--- config.mk ---
export PLATFORM = sky130hd
export DESIGN_NAME = dac_spi_writer
export DESIGN_NICKNAME = d
export VERILOG_FILES = /design/src/rtl/dac_spi_writer.sv
export SDC_FILE = /design/constraint.sdc
export NUM_CORES = 1
export LEC_CHECK = 0
export ABC_AREA = 1
export CAP_MARGIN = 20
export CORE_MARGIN = 1.5
export CORE_UTILIZATION = 35
export CTS_CLUSTER_DIAMETER = 50
export DETAILED_ROUTE_END_ITERATION = 12
export DONT_BUFFER_PORTS = 1
export PLACE_DENSITY = 0.6
export SLEW_MARGIN = 20
export SYNTH_ARGS = -nofsm -noshare
export SYNTH_HDL_FRONTEND = slang
export SYNTH_SLANG_ARGS = --single-unit
--- constraint.sdc ---
create_clock -name clk_in -period 9.1 [get_ports clk_in]
set_input_delay 1.82 -clock clk_in [delete_from_list [all_inputs] [get_ports clk_in]]
set_output_delay 1.82 -clock clk_in [all_outputs]
set_load 0.01 [all_outputs]
--- src/rtl/dac_spi_writer.sv ---
// -----------------------------------------------------------------------------
// dac_spi_writer
//   Consumes the filter output stream (dv/chan/data), keeps the most recent
//   value per channel, clamps it to the DAC code range, and writes it to an
//   8-channel, 16-bit SPI DAC. Pending channels are served round-robin.
//
//   Frame (24 bits, MSB first): {4'b0011, chan[3:0], code[15:0]}
//   The DAC samples dac_sdi on the rising edge of dac_sclk.
//
// Ports
//   clk_in     system clock
//   rst_in     asynchronous active-low reset
//   dv_in      input sample valid
//   chan_in    input channel (values >= N_CHAN are ignored)
//   data_in    signed input value
//   dac_cs_n   DAC chip select, active-low
//   dac_sclk   DAC serial clock, idles low
//   dac_sdi    DAC serial data, MSB first
//   busy_out   high while a frame is in progress (LOAD..GAP)
//   done_out   one-cycle pulse when a frame completes
//   done_chan  channel of the completed frame, valid with done_out
//   ovw_cnt    saturating count of pending values overwritten before sending
// -----------------------------------------------------------------------------
module dac_spi_writer #(
    parameter int W_CHAN   = 5,
    parameter int N_CHAN   = 8,
    parameter int W_DIN    = 64,
    parameter int W_DAC    = 16,
    parameter int SCLK_DIV = 4,
    parameter int CS_GAP   = 2
) (
    input  logic                    clk_in,
    input  logic                    rst_in,
    input  logic                    dv_in,
    input  logic [W_CHAN-1:0]       chan_in,
    input  logic signed [W_DIN-1:0] data_in,
    output logic                    dac_cs_n,
    output logic                    dac_sclk,
    output logic                    dac_sdi,
    output logic                    busy_out,
    output logic                    done_out,
    output logic [W_CHAN-1:0]       done_chan,
    output logic [15:0]             ovw_cnt
);

    localparam int W_PTR = (N_CHAN > 1) ? $clog2(N_CHAN) : 1;
    localparam int W_DIV = (SCLK_DIV > 1) ? $clog2(SCLK_DIV) : 1;
    localparam int W_GAP = (CS_GAP > 1) ? $clog2(CS_GAP) : 1;

    typedef enum logic [1:0] {S_IDLE, S_LOAD, S_SHIFT, S_GAP} state_t;

    state_t             state_q, state_d;
    logic [W_DIV-1:0]   div_q, div_d;
    logic [4:0]         bit_q, bit_d;
    logic [W_GAP-1:0]   gap_q, gap_d;
    logic               sclk_q, sclk_d;
    logic               cs_n_q, cs_n_d;
    logic [23:0]        shreg_q, shreg_d;
    logic               done_q, done_d;
    logic [W_CHAN-1:0]  done_chan_q, done_chan_d;
    logic [W_PTR-1:0]   cur_q, cur_d;
    logic [W_PTR-1:0]   rr_q, rr_d;
    logic [N_CHAN-1:0]  pend_vld_q, pend_vld_d;
    logic [15:0]        ovw_q, ovw_d;

    logic [W_DAC-1:0]   pend_data [N_CHAN];

    // ---------------- capture and clamp ----------------
    logic               cap;
    logic [W_PTR-1:0]   cap_idx;
    logic [W_DAC-1:0]   code_in;

    assign cap     = dv_in && ({1'b0, chan_in} < (W_CHAN+1)'(N_CHAN));
    assign cap_idx = W_PTR'(chan_in);

    always_comb begin
        // Negative -> 0; anything above the code range -> full scale.
        if (data_in[W_DIN-1])
            code_in = '0;
        else if (|data_in[W_DIN-2:W_DAC])
            code_in = '1;
        else
            code_in = data_in[W_DAC-1:0];
    end

    // NOTE: pend_data has no reset; pend_vld (which is reset) gates every read,
    // so clearing the storage itself would only cost reset fan-out.
    always_ff @(posedge clk_in) begin
        if (cap)
            pend_data[cap_idx] <= code_in;
    end

    // ---------------- round-robin pick ----------------
    logic [W_PTR-1:0]   pick;
    logic               pick_vld;
    logic [W_PTR:0]     rr_sum;

    always_comb begin
        pick     = '0;
        pick_vld = 1'b0;
        rr_sum   = '0;
        for (int i = 0; i < N_CHAN; i++) begin
            rr_sum = {1'b0, rr_q} + (W_PTR+1)'(i);
            if (rr_sum >= (W_PTR+1)'(N_CHAN))
                rr_sum = rr_sum - (W_PTR+1)'(N_CHAN);
            if (!pick_vld && pend_vld_q[rr_sum[W_PTR-1:0]]) begin
                pick_vld = 1'b1;
                pick     = rr_sum[W_PTR-1:0];
            end
        end
    end

    // Old data goes into the frame even if the same channel is captured now.
    logic [15:0] code16;
    logic [23:0] frame;
    logic        load_go;

    assign code16  = 16'(pend_data[pick]) << (16 - W_DAC);
    assign frame   = {4'b0011, 4'(pick), code16};
    assign load_go = (state_q == S_IDLE) && pick_vld;

    // ---------------- next-state / outputs ----------------
    // NOTE: every variable gets a default before the case so no path leaves
    // one unassigned, which would otherwise infer a latch.
    always_comb begin
        state_d     = state_q;
        div_d       = div_q;
        bit_d       = bit_q;
        gap_d       = gap_q;
        sclk_d      = sclk_q;
        cs_n_d      = cs_n_q;
        shreg_d     = shreg_q;
        done_d      = 1'b0;
        done_chan_d = done_chan_q;
        cur_d       = cur_q;
        rr_d        = rr_q;

        case (state_q)
            S_IDLE: begin
                if (pick_vld) begin
                    state_d = S_LOAD;
                    cs_n_d  = 1'b0;
                    sclk_d  = 1'b0;
                    shreg_d = frame;
                    cur_d   = pick;
                    rr_d    = (pick == W_PTR'(N_CHAN-1)) ? '0 : pick + 1'b1;
                end
            end
            S_LOAD: begin
                state_d = S_SHIFT;
                div_d   = '0;
                bit_d   = '0;
            end
            S_SHIFT: begin
                if (div_q == W_DIV'(SCLK_DIV-1)) begin
                    div_d = '0;
                    if (!sclk_q) begin
                        sclk_d = 1'b1;
                    end else if (bit_q == 5'd23) begin
                        state_d     = S_GAP;
                        sclk_d      = 1'b0;
                        cs_n_d      = 1'b1;
                        shreg_d     = '0;
                        gap_d       = '0;
                        done_d      = 1'b1;
                        done_chan_d = W_CHAN'(cur_q);
                    end else begin
                        // Falling sclk: present the next bit.
                        sclk_d  = 1'b0;
                        shreg_d = {shreg_q[22:0], 1'b0};
                        bit_d   = bit_q + 5'd1;
                    end
                end else begin
                    div_d = div_q + 1'b1;
                end
            end
            S_GAP: begin
                if (gap_q == W_GAP'(CS_GAP-1))
                    state_d = S_IDLE;
                else
                    gap_d = gap_q + 1'b1;
            end
            default: state_d = S_IDLE;
        endcase

        // A capture racing the load of its own channel re-arms the flag and
        // is not an overwrite; the set wins over the load's clear.
        pend_vld_d = pend_vld_q;
        if (load_go)
            pend_vld_d[pick] = 1'b0;
        if (cap)
            pend_vld_d[cap_idx] = 1'b1;

        ovw_d = ovw_q;
        if (cap && pend_vld_q[cap_idx] && !(load_go && pick == cap_idx)
            && ovw_q != 16'hFFFF)
            ovw_d = ovw_q + 16'd1;
    end

    // NOTE: state registers use non-blocking assignments so every flop samples
    // the values from before this edge, independent of statement order.
    always_ff @(posedge clk_in or negedge rst_in) begin
        if (!rst_in) begin
            state_q     <= S_IDLE;
            div_q       <= '0;
            bit_q       <= '0;
            gap_q       <= '0;
            sclk_q      <= 1'b0;
            cs_n_q      <= 1'b1;
            shreg_q     <= '0;
            done_q      <= 1'b0;
            done_chan_q <= '0;
            cur_q       <= '0;
            rr_q        <= '0;
            pend_vld_q  <= '0;
            ovw_q       <= '0;
        end else begin
            state_q     <= state_d;
            div_q       <= div_d;
            bit_q       <= bit_d;
            gap_q       <= gap_d;
            sclk_q      <= sclk_d;
            cs_n_q      <= cs_n_d;
            shreg_q     <= shreg_d;
            done_q      <= done_d;
            done_chan_q <= done_chan_d;
            cur_q       <= cur_d;
            rr_q        <= rr_d;
            pend_vld_q  <= pend_vld_d;
            ovw_q       <= ovw_d;
        end
    end

    assign dac_cs_n  = cs_n_q;
    assign dac_sclk  = sclk_q;
    assign dac_sdi   = shreg_q[23];
    assign busy_out  = (state_q != S_IDLE);
    assign done_out  = done_q;
    assign done_chan = done_chan_q;
    assign ovw_cnt   = ovw_q;

endmodule

==> out/qor.txt <==
# hold bufs at CTS: 0
count of input and output buffers: 0
number of rows created at floorplan: 61
switching fraction of total power: 25.3%
Sinks on Clock Net: 198
maximum clock skew at final layout: 0.0124 ns
count of synthesis-stage warnings from yosys: 0
number of global-route vias before repair: 7139
required time at the worst-slack endpoint: 9.44 ns
power per unit of standard cell area: 167 nW/um^2
number of distinct library cells after synthesis: 50
number of nets with antenna violations after routing: 0
maximum fanout along the worst path: 74
Die Span Y: 173 um
clock tree from TritonCTS: built
Met3 Wirelength: 1670 um
total overflow reported by the global router: 0
total leakage power: 4.76 nW
die extent in x: 173 um
total negative setup slack: 0 ns
maximum clock rate: 207 MHz
number of detailed-routing iterations run before antenna repair: 6
Max H-tree Level: 4
global placement routability congestion: 0.905
Seq cells post-synth: 198
synthesized instance count: 1123
run status: finished, final reports clean
area growth from synthesis to layout: 9.24%
predominant post-synthesis flop cell: edfxtp_1
total routing usage reported by global routing: 16.8%
Post-synth EDFFs: 128
final number of max-transition violations: 0
Final Net Count: 1192
maximum clock path buffer count: 2
global-route wire length before repair: 39400 um
switching power: 0.466 mW
count of fill cells added during filler insertion: 2817
post-synthesis sequential area ratio: 55.6%
ratio of cells with drive above 1 in the final layout: 9.17%
highest routing layer actually used: met4
Antenna Cells: 0
vias after detailed routing: 7550
PostCTS Resize Cnt: 0
initial core utilization: 35.9%
core area: 28100 um^2
type of origin of the critical path: flop
maximum ir drop on the vdd rail: 0.116 mV
Reg2Reg Launch Point: rr_q[1]
post-route fraction of the period consumed by the critical path: 53.2%
clock-pin slew reported for the worst setup and hold paths after clock tree synthesis: 0.08 ns
min cycle time layout: 4.84 ns
Metal-1 WL: 11200 um
WP data arrival: 5.19 ns
critical path startpoint: rr_q[1]
class of the most critical setup path: reg2reg
synthesized area per cell: 8.97 um^2
via-per-instance ratio: 5.03
final core occ: 39.2%
post-detail-place hpwl: 15000 um
count of final setup violators: 0
share of power burned in combinational logic: 3.1%
Slew HR: 35.7%
type of the worst min-delay path: reg2reg
HP Start: bit_q[4]
total clock buffers created by CTS: 17
pin count of the biggest net entering global routing: 75
max-capacitance violation count: 0
final hold violation count: 0
relative contribution of the clock network to total power: 43.0%
transition time at the pin with the least slew margin: 0.964 ns
detailed-route DRC error count: 0
routed wl met2: 11400 um
antenna violations before repair: 1
post-synthesis cell area: 10100 um^2
latest clock arrival within the worst-skew pair: 0.45 ns
buffers inserted by post-CTS timing repair: 0
element type at the critical path end: flop
Flop pwr share: 54.0%
floorplan die area: 29800 um^2
Pint: 1.37 mW
starting DRC count in detailed routing: 666
number of top-level pins: 98
share of synthesized flip-flops with an asynchronous set or reset: 35.4%
RSZ-0062 raised after global routing: false
CTS root buf: clkbuf_16
per-cell routed wire length: 16.4 um
Post-Route WL: 24600 um
-- through the flow --
| step | std cells | power, mW | hold WS, ns | area (um^2) | setup WS (ns) |
|---|---|---|---|---|---|
| after floorplan | 1124 | 1.05 | 0.433 | 10100 | 5.54 |
| after global placement | 1469 | 1.07 | 0.453 | 10400 | 4.43 |
| after detailed placement | 1469 | 1.07 | 0.464 | 10400 | 4.29 |
| after CTS | 1501 | 1.86 | 0.474 | 11000 | 4.27 |
| after global routing | 1501 | 1.90 | 0.512 | 11000 | 3.81 |
| final | 1501 | 1.84 | 0.471 | 11000 | 4.26 |
-- cell usage after synthesis, types with 2 or more instances --
cell type | instances | area, um^2
a21oi_1 | 30 | 150
a22oi_1 | 2 | 15.0
buf_2 | 13 | 65.1
buf_4 | 10 | 75.1
buf_6 | 10 | 113
clkbuf_1 | 13 | 48.8
clkinv_1 | 2 | 7.51
dfrtp_1 | 69 | 1730
edfxtp_1 | 128 | 3840
ha_1 | 10 | 125
inv_1 | 103 | 387
inv_2 | 4 | 15.0
nand2_1 | 366 | 1370
nand2_2 | 5 | 31.3
nand2_4 | 3 | 33.8
nand3_1 | 132 | 661
nand3_2 | 9 | 90.1
nand3_4 | 2 | 35.0
nand3b_1 | 15 | 113
nand4_1 | 11 | 68.8
nor2_1 | 49 | 184
nor2_2 | 2 | 12.5
nor3_1 | 11 | 55.1
nor4_1 | 15 | 93.8
o21ai_0 | 45 | 225
o21ai_1 | 10 | 50.1
o21bai_1 | 2 | 15.0
or2_2 | 15 | 93.8
xnor2_1 | 4 | 35.0
xor2_1 | 13 | 114
-- state kept, by name (all words and copies together), names as in the netlist --
name,cells
done_chan,3
cur_q,3
gap_q,1
div_q,2
shreg_q,24
ovw_cnt,16
bit_q,5
state_q,2
dac_sclk,1
pend_data,128
dac_cs_n,1
done_out,1
pend_vld_q,8
rr_q,3
-- cells in the final DEF (no fill, tap or decap), types with 13 or more instances in the layout --
| master | count |
|---|---|
| nand2_1 | 366 |
| nand3b_1 | 15 |
| inv_1 | 103 |
| clkbuf_16 | 17 |
| nor2_1 | 41 |
| xor2_1 | 13 |
| a21oi_1 | 30 |
| buf_4 | 15 |
| edfxtp_1 | 128 |
| o21ai_0 | 45 |
| or2_2 | 15 |
| dfrtp_1 | 69 |
| nor4_1 | 15 |
| nand3_1 | 132 |
-- worst paths after layout --
check	endpoint	slack (ns)	depth (start not counted)
max in group asynchronous	dac_cs_n	7.84	0
worst max register to register	ovw_cnt[1]	4.26	19
worst min register to register	bit_q[4]	0.47	1
worst min-delay path	bit_q[4]	0.47	1
min in group asynchronous	cur_q[2]	1.06	0
worst max-delay path	ovw_cnt[1]	4.26	19
-- critical path, stage by stage (launching register included) --
cell	delay, ns
dfrtp_1	0.54
clkinv_1	0.34
ha_1	0.54
inv_1	0.16
nand3_1	0.12
nand2_1	0.09
nand2_1	0.07
nand2_1	0.15
nand4_4	0.16
nor2_1	0.07
nor2_1	0.16
nand2_2	0.09
nand2_4	0.05
buf_4	0.58
nand2_4	0.66
xor2_2	0.35
nand3_4	0.26
nand2_4	0.18
nand2_1	0.10
nand2_1	0.05
-- layout make-up --
type	count	area [um^2]	share of cell area (%)
Clock buffer	17	425	3.87
Clock inverter	15	210	1.91
Inverter	110	415	3.77
Multi-Input combinational cell	768	3770	34.3
Sequential cell	198	5600	50.9
Tap cell	378	473	4.30
Timing Repair Buffer	15	113	1.02
-- routing by layer --
layer,global-route usage [%],up-vias
met5,0,-
met2,26.9,253
met1,22.8,3581
met3,3.89,25
met4,4.42,0
li1,-,3691
-- power groups by stage --
stage	Combinational, mW	Clock, mW	Sequential [mW]
floorplan	0.0426	0	1.01
finish	0.0564	0.791	0.993
CTS	0.0565	0.809	0.993
global route	0.0641	0.844	0.996
global placement	0.0547	0	1.01
detailed placement	0.0560	0	1.01
-- logic make-up (layout without fill, tap and decap cells) --
logic type | Yosys count | in the layout | share of synthesized area (%)
other | 1 | 2 | 0.0372
flip-flops | 198 | 198 | 55.6
AO/OA/AOI/OAI | 99 | 99 | 5.34
adder cells (fa/ha/maj) | 10 | 10 | 1.24
XOR/XNOR | 18 | 18 | 1.64
AND/OR/NAND/NOR | 639 | 639 | 28.8
buffers and inverters | 158 | 157 | 7.35
(Power assumes the default switching activity.)
